===== config.mk =====
export PLATFORM = sky130hd
export DESIGN_NAME = idli_seq
export DESIGN_NICKNAME = d
export VERILOG_FILES = /design/src/rtl/idli_seq.sv
export SDC_FILE = /design/constraint.sdc
export NUM_CORES = 1
export LEC_CHECK = 0
export BUFFER_PORTS_ARGS = -buffer_cell sky130_fd_sc_hd__buf_2
export CAP_MARGIN = 20
export CORE_MARGIN = 10
export CORE_UTILIZATION = 55
export DETAILED_ROUTE_END_ITERATION = 10
export HOLD_SLACK_MARGIN = 0.08
export PLACE_DENSITY = 0.84
export SLEW_MARGIN = 20
export SYNTH_ARGS = -nofsm -noshare
export SYNTH_HDL_FRONTEND = slang
export SYNTH_SLANG_ARGS = --single-unit

===== constraint.sdc =====
create_clock -name i_seq_gck -period 5 [get_ports i_seq_gck]
set_clock_uncertainty 0.05 [all_clocks]
set_input_delay 0 -clock i_seq_gck [delete_from_list [all_inputs] [get_ports i_seq_gck]]
set_output_delay 0 -clock i_seq_gck [all_outputs]
set_load 0.05 [all_outputs]

===== src/rtl/idli_seq.sv =====
`default_nettype none
// ============================================================================
//  Module      : idli_seq
//  Description : Timeslot sequencer for a nibble-serial core. A 2-bit slice
//                counter divides time into 4-cycle timeslots. A state machine
//                advances only at the slot boundary (ctr==3). It accepts
//                encodings, consumes or skips immediate words, runs execute
//                slots, and tracks a memory phase with an acknowledge timeout.
//  Revision    : 1.0 - initial release
// ============================================================================
module idli_seq #(
    parameter int MEM_TO = 8
) (
    input  logic       i_seq_gck,
    input  logic       i_seq_rst,
    output logic [1:0] o_seq_ctr,
    input  logic       i_seq_enc_vld,
    input  logic       i_seq_enc_imm,
    input  logic       i_seq_enc_cond,
    input  logic       i_seq_enc_mem,
    input  logic       i_seq_pred,
    input  logic       i_seq_mem_ack,
    output logic       o_seq_run,
    output logic       o_seq_imm,
    output logic       o_seq_mem,
    output logic       o_seq_fetch,
    output logic       o_seq_err
);

    typedef enum logic [2:0] {
        IDLE = 3'd0,
        IMM  = 3'd1,
        EXEC = 3'd2,
        MEM  = 3'd3,
        SKIP = 3'd4
    } state_t;

    localparam logic [3:0] TO_LIMIT = 4'(MEM_TO);

    state_t     state;
    state_t     state_nxt;
    state_t     accept_tgt;
    logic [1:0] ctr;
    logic       imm_q;
    logic       mem_q;
    logic       ack_q;
    logic [3:0] to_cnt;
    logic       err;

    logic       boundary;
    logic       accept;
    logic       skip;
    logic       to_clr;
    logic       to_inc;
    logic       err_set;

    // Next state, accept qualification and timeout control; all moves are gated on the boundary.
    always_comb begin
        state_nxt  = state;
        to_clr     = 1'b0;
        to_inc     = 1'b0;
        err_set    = 1'b0;
        boundary   = (ctr == 2'd3);
        accept     = boundary && i_seq_enc_vld &&
                     ((state == IDLE) || ((state == EXEC) && !mem_q));
        skip       = i_seq_enc_cond && !i_seq_pred;
        // A skipped instruction without an immediate is dropped outright.
        if (skip) begin
            accept_tgt = i_seq_enc_imm ? SKIP : IDLE;
        end else begin
            accept_tgt = i_seq_enc_imm ? IMM : EXEC;
        end
        if (boundary) begin
            case (state)
                IDLE: begin
                    if (i_seq_enc_vld) state_nxt = accept_tgt;
                end
                IMM: begin
                    if (i_seq_enc_vld) state_nxt = EXEC;
                end
                SKIP: begin
                    if (i_seq_enc_vld) state_nxt = IDLE;
                end
                EXEC: begin
                    if (mem_q) begin
                        state_nxt = MEM;
                        to_clr    = 1'b1;
                    end else if (i_seq_enc_vld) begin
                        state_nxt = accept_tgt;
                    end else begin
                        state_nxt = IDLE;
                    end
                end
                MEM: begin
                    if (ack_q || i_seq_mem_ack) begin
                        state_nxt = IDLE;
                    end else if ((to_cnt + 4'd1) == TO_LIMIT) begin
                        state_nxt = IDLE;
                        err_set   = 1'b1;
                    end else begin
                        to_inc    = 1'b1;
                    end
                end
                default: state_nxt = IDLE;
            endcase
        end
    end

    // Free-running slice counter; never stalls.
    always_ff @(posedge i_seq_gck or posedge i_seq_rst) begin
        if (i_seq_rst) ctr <= 2'd0;
        else           ctr <= ctr + 2'd1;
    end

    // State register.
    always_ff @(posedge i_seq_gck or posedge i_seq_rst) begin
        if (i_seq_rst) state <= IDLE;
        else           state <= state_nxt;
    end

    // Encoding flags are captured only when an encoding is accepted.
    always_ff @(posedge i_seq_gck or posedge i_seq_rst) begin
        if (i_seq_rst) begin
            imm_q <= 1'b0;
            mem_q <= 1'b0;
        end else if (accept) begin
            imm_q <= i_seq_enc_imm;
            mem_q <= i_seq_enc_mem;
        end
    end

    // Acknowledge catch: held within a MEM slot, dropped at every boundary so it never leaks.
    always_ff @(posedge i_seq_gck or posedge i_seq_rst) begin
        if (i_seq_rst)                          ack_q <= 1'b0;
        else if (boundary)                      ack_q <= 1'b0;
        else if (state == MEM && i_seq_mem_ack) ack_q <= 1'b1;
    end

    // Memory-phase timeout counter.
    always_ff @(posedge i_seq_gck or posedge i_seq_rst) begin
        if (i_seq_rst)   to_cnt <= 4'd0;
        else if (to_clr) to_cnt <= 4'd0;
        else if (to_inc) to_cnt <= to_cnt + 4'd1;
    end

    // Sticky timeout error; only reset clears it.
    always_ff @(posedge i_seq_gck or posedge i_seq_rst) begin
        if (i_seq_rst)    err <= 1'b0;
        else if (err_set) err <= 1'b1;
    end

    assign o_seq_ctr   = ctr;
    assign o_seq_run   = (state == EXEC);
    // IMM and SKIP are only reachable through an accept with the imm flag set.
    assign o_seq_imm   = ((state == IMM) || (state == SKIP)) && imm_q;
    assign o_seq_mem   = (state == MEM);
    assign o_seq_fetch = (state == IDLE) || (state == IMM) || (state == SKIP) ||
                         ((state == EXEC) && !mem_q);
    assign o_seq_err   = err;

endmodule
`default_nettype wire

==> results of run 1 <==
[worst reg2reg max path, stage by stage (launching register included)]
cell           delay [ns]
dfrtp_1              0.38
ha_1                 0.28
nor3b_1              0.25
nand3_1              0.14
mux2_2               0.29
dlygate4sd3_1        0.55
[cells in the final DEF, fill, tap and decap left out, drive strengths merged, types with 2 or more instances in the layout]
| cell type | n |
|---|---|
| buf | 14 |
| dfrtp | 13 |
| nor2 | 7 |
| o21ai | 6 |
| dlygate4sd3 | 6 |
| a21oi | 6 |
| mux2 | 5 |
| inv | 4 |
| nand3 | 4 |
| clkbuf | 4 |
| and2 | 3 |
| nand2 | 3 |
| nand4 | 3 |
| nor3b | 3 |
| ha | 3 |
| nor2b | 2 |
| a2bb2oi | 2 |
| and3b | 2 |
[repair_timing]
item / CTS / global route
endpoints found under the hold margin: 17 / 0
gates resized for setup: 0 / 0
buffers inserted: 0 / 0
hold buffers: 6 / 0
[worst min path at each step]
stage	endpoint	startpoint	cells after the start	slack [ns]
after floorplan	ack_q	i_seq_rst	1	-0.17
after global placement	o_seq_ctr[0]	i_seq_rst	2	-0.02
after detailed placement	o_seq_ctr[0]	i_seq_rst	2	-0.008
after CTS	state[0]	i_seq_pred	4	0.15
after global routing	state[0]	i_seq_pred	4	0.17
final	state[0]	i_seq_pred	4	0.15
[through the flow]
step                      std cells  area [um^2]  hold WS [ns]
after global routing            121        978.4        0.1672
after global placement          111        892.1      -0.01663
after floorplan                  86        830.8       -0.1730
after CTS                       121        978.4        0.1515
after detailed placement        111        892.1     -0.007720
final                           121        978.4        0.1457
[sequential cells by signal, indices dropped and copies added (netlist names)]
name	count
ack_q	1
imm_q	1
mem_q	1
o_seq_ctr	2
o_seq_err	1
state	3
to_cnt	4
[metal layers]
layer / vias up / wire (um)
met5: - / 0
met4: 0 / 116
met3: 13 / 130
met2: 32 / 997
met1: 346 / 907
li1: 354 / -
[synthesized netlist by cell type]
master / number
a211o_1: 1
a21boi_2: 1
a21oi_1: 5
a21oi_2: 1
a221oi_1: 1
a2bb2oi_1: 2
a31o_1: 1
and2_1: 3
and3_1: 1
and3b_1: 2
and4_1: 1
buf_2: 1
buf_4: 1
buf_6: 1
clkbuf_1: 1
dfrtp_1: 13
ha_1: 3
inv_1: 4
mux2_1: 2
mux2_2: 3
mux2i_1: 1
nand2_1: 3
nand2b_1: 1
nand3_1: 4
nand4_1: 3
nand4bb_1: 1
nor2_1: 7
nor2b_1: 2
nor3_1: 1
nor3b_1: 3
o2111a_1: 1
o2111ai_2: 1
o21ai_0: 6
o21bai_1: 1
or2_2: 1
or3_1: 1
xnor2_1: 1
[power by group through the flow]
stage	combinational (uW)	sequential [uW]	clock, uW
after floorplan	174	152	0
after global placement	178	174	0
after detailed placement	182	177	0
after CTS	197	176	66.2
after global routing	222	186	74.0
final	207	180	68.3
[area by class of cell]
type / count / area, um^2
clock buffer: 4 / 26.28
inverter: 4 / 15.01
timing repair buffer: 20 / 130.1
tap: 15 / 18.77
multi-input combinational: 65 / 462.9
fill: 104 / 387.9
sequential: 13 / 325.3
[kinds of logic after synthesis]
group,share of synthesized area [%]
AND/OR/NAND/NOR,23.80
AO/OA/AOI/OAI,18.37
flip-flops,39.16
buffers and inverters,5.119
multiplexers,7.981
adder cells (fa/ha/maj),4.519
XOR/XNOR,1.054
==> metrics.yaml, run 1 <==
outcome:
  status: "finished, final reports clean"
clock_tree:
  cts_root_buffer: "clkbuf_4"
  clk_latency_ns: 0.28
  cts_max_level: 1
  cts_buffers: 3
  clockBufferDepth: 2
  path_clk_slew_ns: 0.09
  cts.sinks: 13
  cts_tree: "built"
routing:
  routed_via_density: 6.157
  wl_per_cell_um: 17.79
  drtAntennaViolNets: 0
  drt-pass1-iter-count: 4
  route.detailed.drc: 0
  drt_wl_total_um: 2152
  vias: 745
  dr.first_iter.drc_count: 23
worst_setup_path:
  critPathBufInv: 1
  crit_chain: "ha_1, nor3b_1, nand3_1, mux2_2, dlygate4sd3_1"
  critical_path_arrival_ns: 2.18
  critPathKind: "reg -> reg"
  critPathLaunchType: "flip-flop"
  reg2reg_from: "o_seq_ctr[0]"
  crit_required_ns: 5.13
  rr_worst_depth: 5
  crit_family: "buffers and inverters"
  critical-path-max-stage-delay_ns: 0.55
  cp-end-kind: "flip-flop"
  cp-startpoint: "o_seq_ctr[0]"
  r2r_end: "imm_q"
  path_depth: 5
  reg2reg_slack_ns: 2.95
  cp_max_fo: 6
  cp_slowest_cell: "dlygate4sd3_1"
  crit_end: "imm_q"
timing:
  setup_viol: 0
  min_period_over_period_pct: 41.03
  tns_ns: 0
  finalHoldViolations: 0
  maxSlewHeadroom_pct: 66.53
  rsz0062_at_grt: "false"
  worst_pin_slew_ns: 0.5014
  finalCriticalPeriod_ns: 2.051
  drv_slew: 0
  fin_ws_ns: 2.949
  fmax_ghz: 0.4875
global_routing:
  grt_pass1_wl_um: 3456
  grt.total_usage_pct: 12.87
  antenna_found_initial: 0
  grt_pass1_vias: 745
  use_met1_pct: 14.62
  met3_usage_pct: 4.292
  grt_max_degree: 14
  use_met2_pct: 18.77
  top_usage_layer: "met2"
  overflow: 0
final_layout:
  layout-drive-gt1-share_pct: 22.64
  syn_to_final_growth_pct: 17.77
  diodes: 0
  finalNetCount: 118
  finalCoreUtilization_pct: 71.61
die:
  ios: 15
  dieArea_um2: 3465
  die_w_um: 58.87
  dieHeight_um: 58.87
  start_util_pct: 60.81
  rows: 13
  coreArea_um2: 1366
pwr:
  power_density_nw_per_um2: 465.8
  power_uw: 455.7
  p_int_uw: 241.6
  switchingPower_uw: 214.2
  power.leakage_uw: 0.0004597
  ir_drop_uv: 330.5
  clock_power_share_pct: 15.0
  pwr-share-seq_pct: 39.6
  combPwrFrac_pct: 45.4
  switching_share_pct: 46.99
synthesis:
  yosysWarnings: 0
  netlist_top_cells_area: "dfrtp_1, ha_1, mux2_2"
  ys_ff_latch: 13
  synth.avg_cell_area_um2: 9.660
  synth_top_area_share_pct: 39.16
  synth_cells: 86
  syn_nets: 97
  synth.cell_area_um2: 830.8
  ys_seq_area_share_pct: 39.16
  yosysTopAreaCell: "dfrtp_1"
  synthDistinctLibCells: 37
worst_hold_path:
  hold_class: "in -> reg"
placement:
  dp_worst_setup_slack_ns: 3.061
  hpwl_um: 1397
  routabilityCongestion: 0.8526
  port_buffers: 14
job:
  drv_cap: 0
No activity file was read; power rests on OpenSTA's default activity.
==> run 2: changes to the inputs <==
Settings changed: CORE_UTILIZATION 55 to 48, PLACE_DENSITY 0.84 to 0.78.
Clock period 5 ns to 1.79 ns, I/O delays scaled along.
==> run 2 against run 1 <==
Against the previous run: combinational power rose to 3.1 times the previous value; flip-flop and latch count did not move; wire length fell by 15%; cell area rose by 6.3%; critical path type unchanged; critical endpoint is now state[1]; largest power group unchanged; highest routed layer unchanged.
==> metrics.yaml, run 2 (synthesis results as in run 1) <==
job:
  drv_cap: 0  # unchanged
final_layout:
  largest-register: "to_cnt"
  diodes: 0  # unchanged
  final_cell_count_no_fill: 127  # +5.0%
  largest_reg_flops: 4  # unchanged
  finalNetCount: 123  # +4.2%
  layout-drive-gt1-share_pct: 34.23  # +12 points
  syn_to_final_growth_pct: 25.15
  layout_common_cells: "buf_2, dfrtp_1, nor2_1, buf_4, o21ai_0"
  layout_commonest_cell: "buf_2"
placement:
  dp_worst_setup_slack_ns: 0.03914  # -3.022 ns
  port_buffers: 14  # unchanged
  routabilityCongestion: 0.8231  # -3.5%
  place_inst: 119  # +7.2%
  hpwl_um: 1376  # -1.5%
routing:
  routed_via_density: 5.693  # -7.5%
  route.detailed.drc: 0  # unchanged
  drtAntennaViolNets: 0  # unchanged
  drt-pass1-iter-count: 4  # unchanged
  drt_wl_total_um: 1829  # -15%
  wl_per_cell_um: 14.40  # -19%
  vias: 723  # -3.0%
  dr.first_iter.drc_count: 19  # -17%
worst_setup_path:
  critPathLaunchType: "flip-flop"
  r2r_end: "state[1]"
  critical-path-max-stage-delay_ns: 0.45  # -0.10 ns
  reg2reg_from: "to_cnt[1]"
  crit_required_ns: 1.90  # -3.23 ns
  cp_slowest_cell: "dfrtp_2"
  crit_family: "flip-flops"
  cp-end-kind: "flip-flop"
  critPathKind: "reg -> reg"
  cp_max_fo: 6  # unchanged
  critical_path_arrival_ns: 1.84  # -0.34 ns
  crit_chain: "ha_2, nand4bb_1, and3_1, a21oi_4, mux2_1"
  rr_worst_depth: 5  # unchanged
  reg2reg_slack_ns: 0.05  # -2.89 ns
  critPathBufInv: 0  # -1
timing:
  maxSlewHeadroom_pct: 66.58  # about the same
  min_period_over_period_pct: 96.97  # +56 points
  fmax_ghz: 0.5761  # +18%
  finalCriticalPeriod_ns: 1.736  # -0.3156 ns
  setup_viol: 0  # unchanged
  rsz0062_at_grt: "true"
  worst_pin_slew_ns: 0.5007  # -0.0007133 ns
  drv_slew: 0  # unchanged
  finalHoldViolations: 0  # unchanged
  fin_ws_ns: 0.05424  # -2.894 ns
clock_tree:
  cts.sinks: 13  # unchanged
  cts_buffers: 3  # unchanged
  cts_setup_buffers: 0  # unchanged
  cts_root_buffer: "clkbuf_4"
  cts_tree: "built"
  clk_latency_ns: 0.27  # about the same
  cts_max_level: 1  # unchanged
  clockBufferDepth: 2  # unchanged
  path_clk_slew_ns: 0.08  # about the same
die:
  coreArea_um2: 1577  # +15%
  ios: 15  # unchanged
  die_w_um: 61.61  # +4.7%
  rows: 14  # +1
  dieArea_um2: 3795  # +9.5%
  dieHeight_um: 61.61  # +4.7%
  start_util_pct: 52.70  # -8.1 points
pwr:
  power.leakage_uw: 0.0004848  # +5.5%
  power_uw: 1264  # +180%
  power_density_nw_per_um2: 1215  # +160%
  ir_drop_uv: 861.4  # +160%
global_routing:
  overflow: 0  # unchanged
  grt_max_degree: 14  # unchanged
  grt_pass1_vias: 723  # -3.0%
  antenna_found_initial: 0  # unchanged
  grt_pass1_wl_um: 3084  # -11%
  grt.total_usage_pct: 10.71  # -2.2 points
outcome:
  status: "finished, final reports clean"
worst_hold_path:
  min_from: "i_seq_enc_vld"
  hold_end: "imm_q"
  hold_class: "in -> reg"
  worstHoldPathCells: 3  # -1
## run 2: changes by cell type in the layout (fill, tap and decap cells not counted), sizes merged
| cell | before | now |
|---|---|---|
| dlygate4sd3 | 6 | 4 |
| buf | 14 | 21 |
## run 2: where the power goes
group / total, uW / leakage [uW] / internal [uW] / switching, uW
clock: 182 / 0.0000150 / 86.2 / 96.2
combinational: 649 / 0.000306 / 241 / 407
sequential: 433 / 0.000164 / 370 / 63.1
## run 2: final cells by class
cell class,count,area (um^2)
multi-input combinational,65,486.7
sequential,13,329.1
inverter,4,15.01
timing repair buffer,25,162.7
clock buffer,4,26.28
fill,132,536.8
tap,16,20.02
## run 2: routing by layer
layer | wire (um) | global-route usage (%)
met1 | 873 | 12.53
met2 | 821 | 16.84
met3 | 80 | 3.292
met4 | 55 | 6.369
met5 | 0 | 0
## run 2: how the worst max path moves through the flow
stage / from / to / slack [ns] / depth (start not counted)
CTS: to_cnt[1] / state[2] / 0.02 / 5
global route: to_cnt[1] / state[1] / -0.01 / 5
detailed placement: to_cnt[1] / state[2] / 0.04 / 5
floorplan: to_cnt[0] / state[1] / 0.04 / 5
finish: to_cnt[1] / state[1] / 0.05 / 5
global placement: to_cnt[1] / state[1] / 0.09 / 5
## run 2: metrics by stage
step	hold slack, ns	util (%)	cell area [um^2]	setup TNS, ns
2_1_floorplan	-0.1732	-	840.8	0
3_3_place_gp	-0.01145	60.63	955.9	0
3_5_place_dp	-0.002499	60.63	955.9	0
4_1_cts	0.09463	64.84	1022	0
5_1_grt	0.1194	65.95	1040	-0.01018
6_report	0.09941	65.95	1040	0
## run 2: worst reg2reg max path: cells and delay by family (launching register included)
family,cells,cell delay (ns)
AO/OA/AOI/OAI,1,0.16
adder cells (fa/ha/maj),1,0.18
AND/OR/NAND/NOR,2,0.44
multiplexers,1,0.34
flip-flops,1,0.45
## run 2: repair_timing
action	CTS	global route
endpoints found under the setup margin	0	3
hold buffers	4	0
resized for setup	0	4
hold endpoints to repair	17	0
==> run 3: changes to the inputs <==
Settings changed: CORE_UTILIZATION 48 to 53, PLACE_DENSITY 0.78 to 0.81.
Clock period 1.79 ns to 1.7 ns, I/O delays scaled along.
==> run 3 against run 2 <==
Against the previous run: the run now ends with negative setup slack left; cell area increased by 10%; clock-buffer cell count unchanged; sequential power increased by 7.2%; critical path depth unchanged; non-clock buffer count increased by 7; sequential share of layout area decreased by 3.1 points; fmax increased by 0.38%; global-route usage increased by 2.7 points; combinational power increased by 22%; via count increased by 18%; utilization increased by 11 points; largest power group unchanged.
==> metrics.yaml, run 3 (synthesis results as in run 1) <==
global_routing:
  grt.total_usage_pct: 13.39  # +2.7 points
  grt_max_degree: 14  # unchanged
  grt_pass1_vias: 831  # +15%
  antenna_found_initial: 0  # unchanged
  overflow: 0  # unchanged
  grt_pass1_wl_um: 3615  # +17%
final_layout:
  largest-register: "to_cnt"
  layout-drive-gt1-share_pct: 43.22  # +9.0 points
  finalCoreUtilization_pct: 77.06  # +11 points
  syn_to_final_growth_pct: 38.10
  layout_commonest_cell: "buf_2"
  layout_common_cells: "buf_2, buf_4, dfrtp_1"
  final_cell_area_um2: 1147  # +10%
  largest_reg_flops: 4  # unchanged
  diodes: 0  # unchanged
  finalNetCount: 130  # +5.7%
  final_cell_count_no_fill: 134  # +5.5%
worst_setup_path:
  crit_chain: "ha_2, nand4bb_4, and3_4, a21oi_4, mux2_4"
  critPathKind: "reg -> reg"
  critPathLaunchType: "flip-flop"
  cp-end-kind: "flip-flop"
  critPathBufInv: 0  # unchanged
  r2r_end: "state[2]"
  reg2reg_from: "to_cnt[1]"
  cp_slowest_cell: "dfrtp_1"
  path_depth: 5  # unchanged
  crit_family: "flip-flops"
  cp_max_fo: 5  # -1
  crit_required_ns: 1.82  # -0.08 ns
  critical-path-max-stage-delay_ns: 0.44  # about the same
  rr_worst_depth: 5  # unchanged
  reg2reg_slack_ns: -0.03  # -0.08 ns
  critical_path_arrival_ns: 1.85  # about the same
outcome:
  status: "finished, violations left"
  violations: "negative setup slack"
timing:
  worst_pin_slew_ns: 0.5070  # +0.006302 ns
  tns_ns: -0.04624  # -0.04624 ns
  drv_slew: 0  # unchanged
  fin_ws_ns: -0.02911  # -0.08335 ns
  setup_viol: 2  # +2
  min_period_over_period_pct: 101.7  # +4.7 points
  finalHoldViolations: 0  # unchanged
  maxSlewHeadroom_pct: 66.16  # -0.42 points
  fmax_ghz: 0.5783  # +0.38%
  whs_ns: 0.09521  # -0.004202 ns
  rsz0062_at_grt: "true"
  finalCriticalPeriod_ns: 1.729  # -0.006650 ns
die:
  die_w_um: 59.59  # -3.3%
  dieArea_um2: 3551  # -6.4%
  rows: 14  # unchanged
  start_util_pct: 55.80  # +3.1 points
  coreArea_um2: 1489  # -5.6%
  dieHeight_um: 59.59  # -3.3%
  ios: 15  # unchanged
job:
  drv_cap: 0  # unchanged
routing:
  route.detailed.drc: 0  # unchanged
  routed_via_density: 6.343  # +11%
  drtAntennaViolNets: 0  # unchanged
  drt-pass1-iter-count: 4  # unchanged
  dr.first_iter.drc_count: 63  # +44
  vias: 850  # +18%
  wl_per_cell_um: 18.90  # +31%
  drt_wl_total_um: 2532  # +38%
pwr:
  switchingPower_uw: 667.8  # +18%
  ir_drop_uv: 973.6  # +13%
  p_int_uw: 788.0  # +13%
  pwr-share-seq_pct: 31.8  # -2.5 points
  power.leakage_uw: 0.0005177  # +6.8%
  power_density_nw_per_um2: 1269  # +4.4%
  switching_share_pct: 45.87  # +1.0 points
  clock_power_share_pct: 13.8  # -0.6 points
  combPwrFrac_pct: 54.4  # +3.1 points
clock_tree:
  cts.sinks: 13  # unchanged
  cts_setup_buffers: 0  # unchanged
  cts_root_buffer: "clkbuf_4"
  cts_buffers: 3  # unchanged
  cts_tree: "built"
  path_clk_slew_ns: 0.09  # about the same
  cts_max_level: 1  # unchanged
  clockBufferDepth: 2  # unchanged
  clk_latency_ns: 0.29  # +0.02 ns
placement:
  place_area_um2: 1001  # +4.7%
  port_buffers: 14  # unchanged
  hpwl_um: 1579  # +15%
  place_inst: 125  # +5.0%
  routabilityCongestion: 0.8370  # +1.7%
worst_hold_path:
  hold_class: "in -> reg"
  hold_end: "state[0]"
  min_from: "i_seq_pred"
  worstHoldPathCells: 4  # +1
-- run 3: layer usage --
metal / global-route usage, % / vias up / share of wire (%)
li1: - / 383 / -
met1: 14.71 / 415 / 39
met2: 22.88 / 43 / 52
met3: 2.575 / 9 / 5.6
met4: 8.333 / 0 / 3.0
met5: 0 / - / 0
-- run 3: tightest hold or removal path, cell delays in order --
cell	delay, ns
buf_2	0.08
nor2b_1	0.05
a2bb2oi_1	0.13
mux2i_1	0.13
-- run 3: how the worst max path moves through the flow --
stage,from,to,slack (ns)
6_report,to_cnt[1],state[2],-0.03
5_1_grt,to_cnt[1],to_cnt[0],-0.07
4_1_cts,to_cnt[1],state[1],-0.06
3_5_place_dp,to_cnt[1],state[2],-0.05
3_3_place_gp,to_cnt[1],state[2],0.02
2_1_floorplan,state[2],to_cnt[3],-0.006
-- run 3: metrics by stage --
| stage | worst slack (ns) | power (uW) |
|---|---|---|
| 2_1_floorplan | -0.006301 | 979.2 |
| 3_3_place_gp | 0.01563 | 1140 |
| 3_5_place_dp | -0.04573 | 1165 |
| 4_1_cts | -0.06027 | 1375 |
| 5_1_grt | -0.06829 | 1531 |
| 6_report | -0.02911 | 1456 |
-- run 3: power groups by stage --
stage,logic (uW),clock network [uW],registers (uW)
after floorplan,531,0,448
after global placement,687,0,453
after detailed placement,702,0,463
after CTS,717,202,457
after global routing,849,211,471
final,791,201,464
-- run 3: area by class of cell --
cell class / instances / area [um^2]
inverters: 4 / 15.01
clock buffers: 4 / 26.28
flip-flops and latches: 13 / 327.8
multi-input cells: 65 / 540.5
fillers: 98 / 341.6
repair buffers: 32 / 217.7
well taps: 16 / 20.02
-- run 3: what timing repair did --
item,4_1_cts,5_1_grt
endpoints found under the setup margin,3,6
pin swaps,2,4
hold buffers,5,0
resized for setup,2,10
hold endpoints to repair,17,0
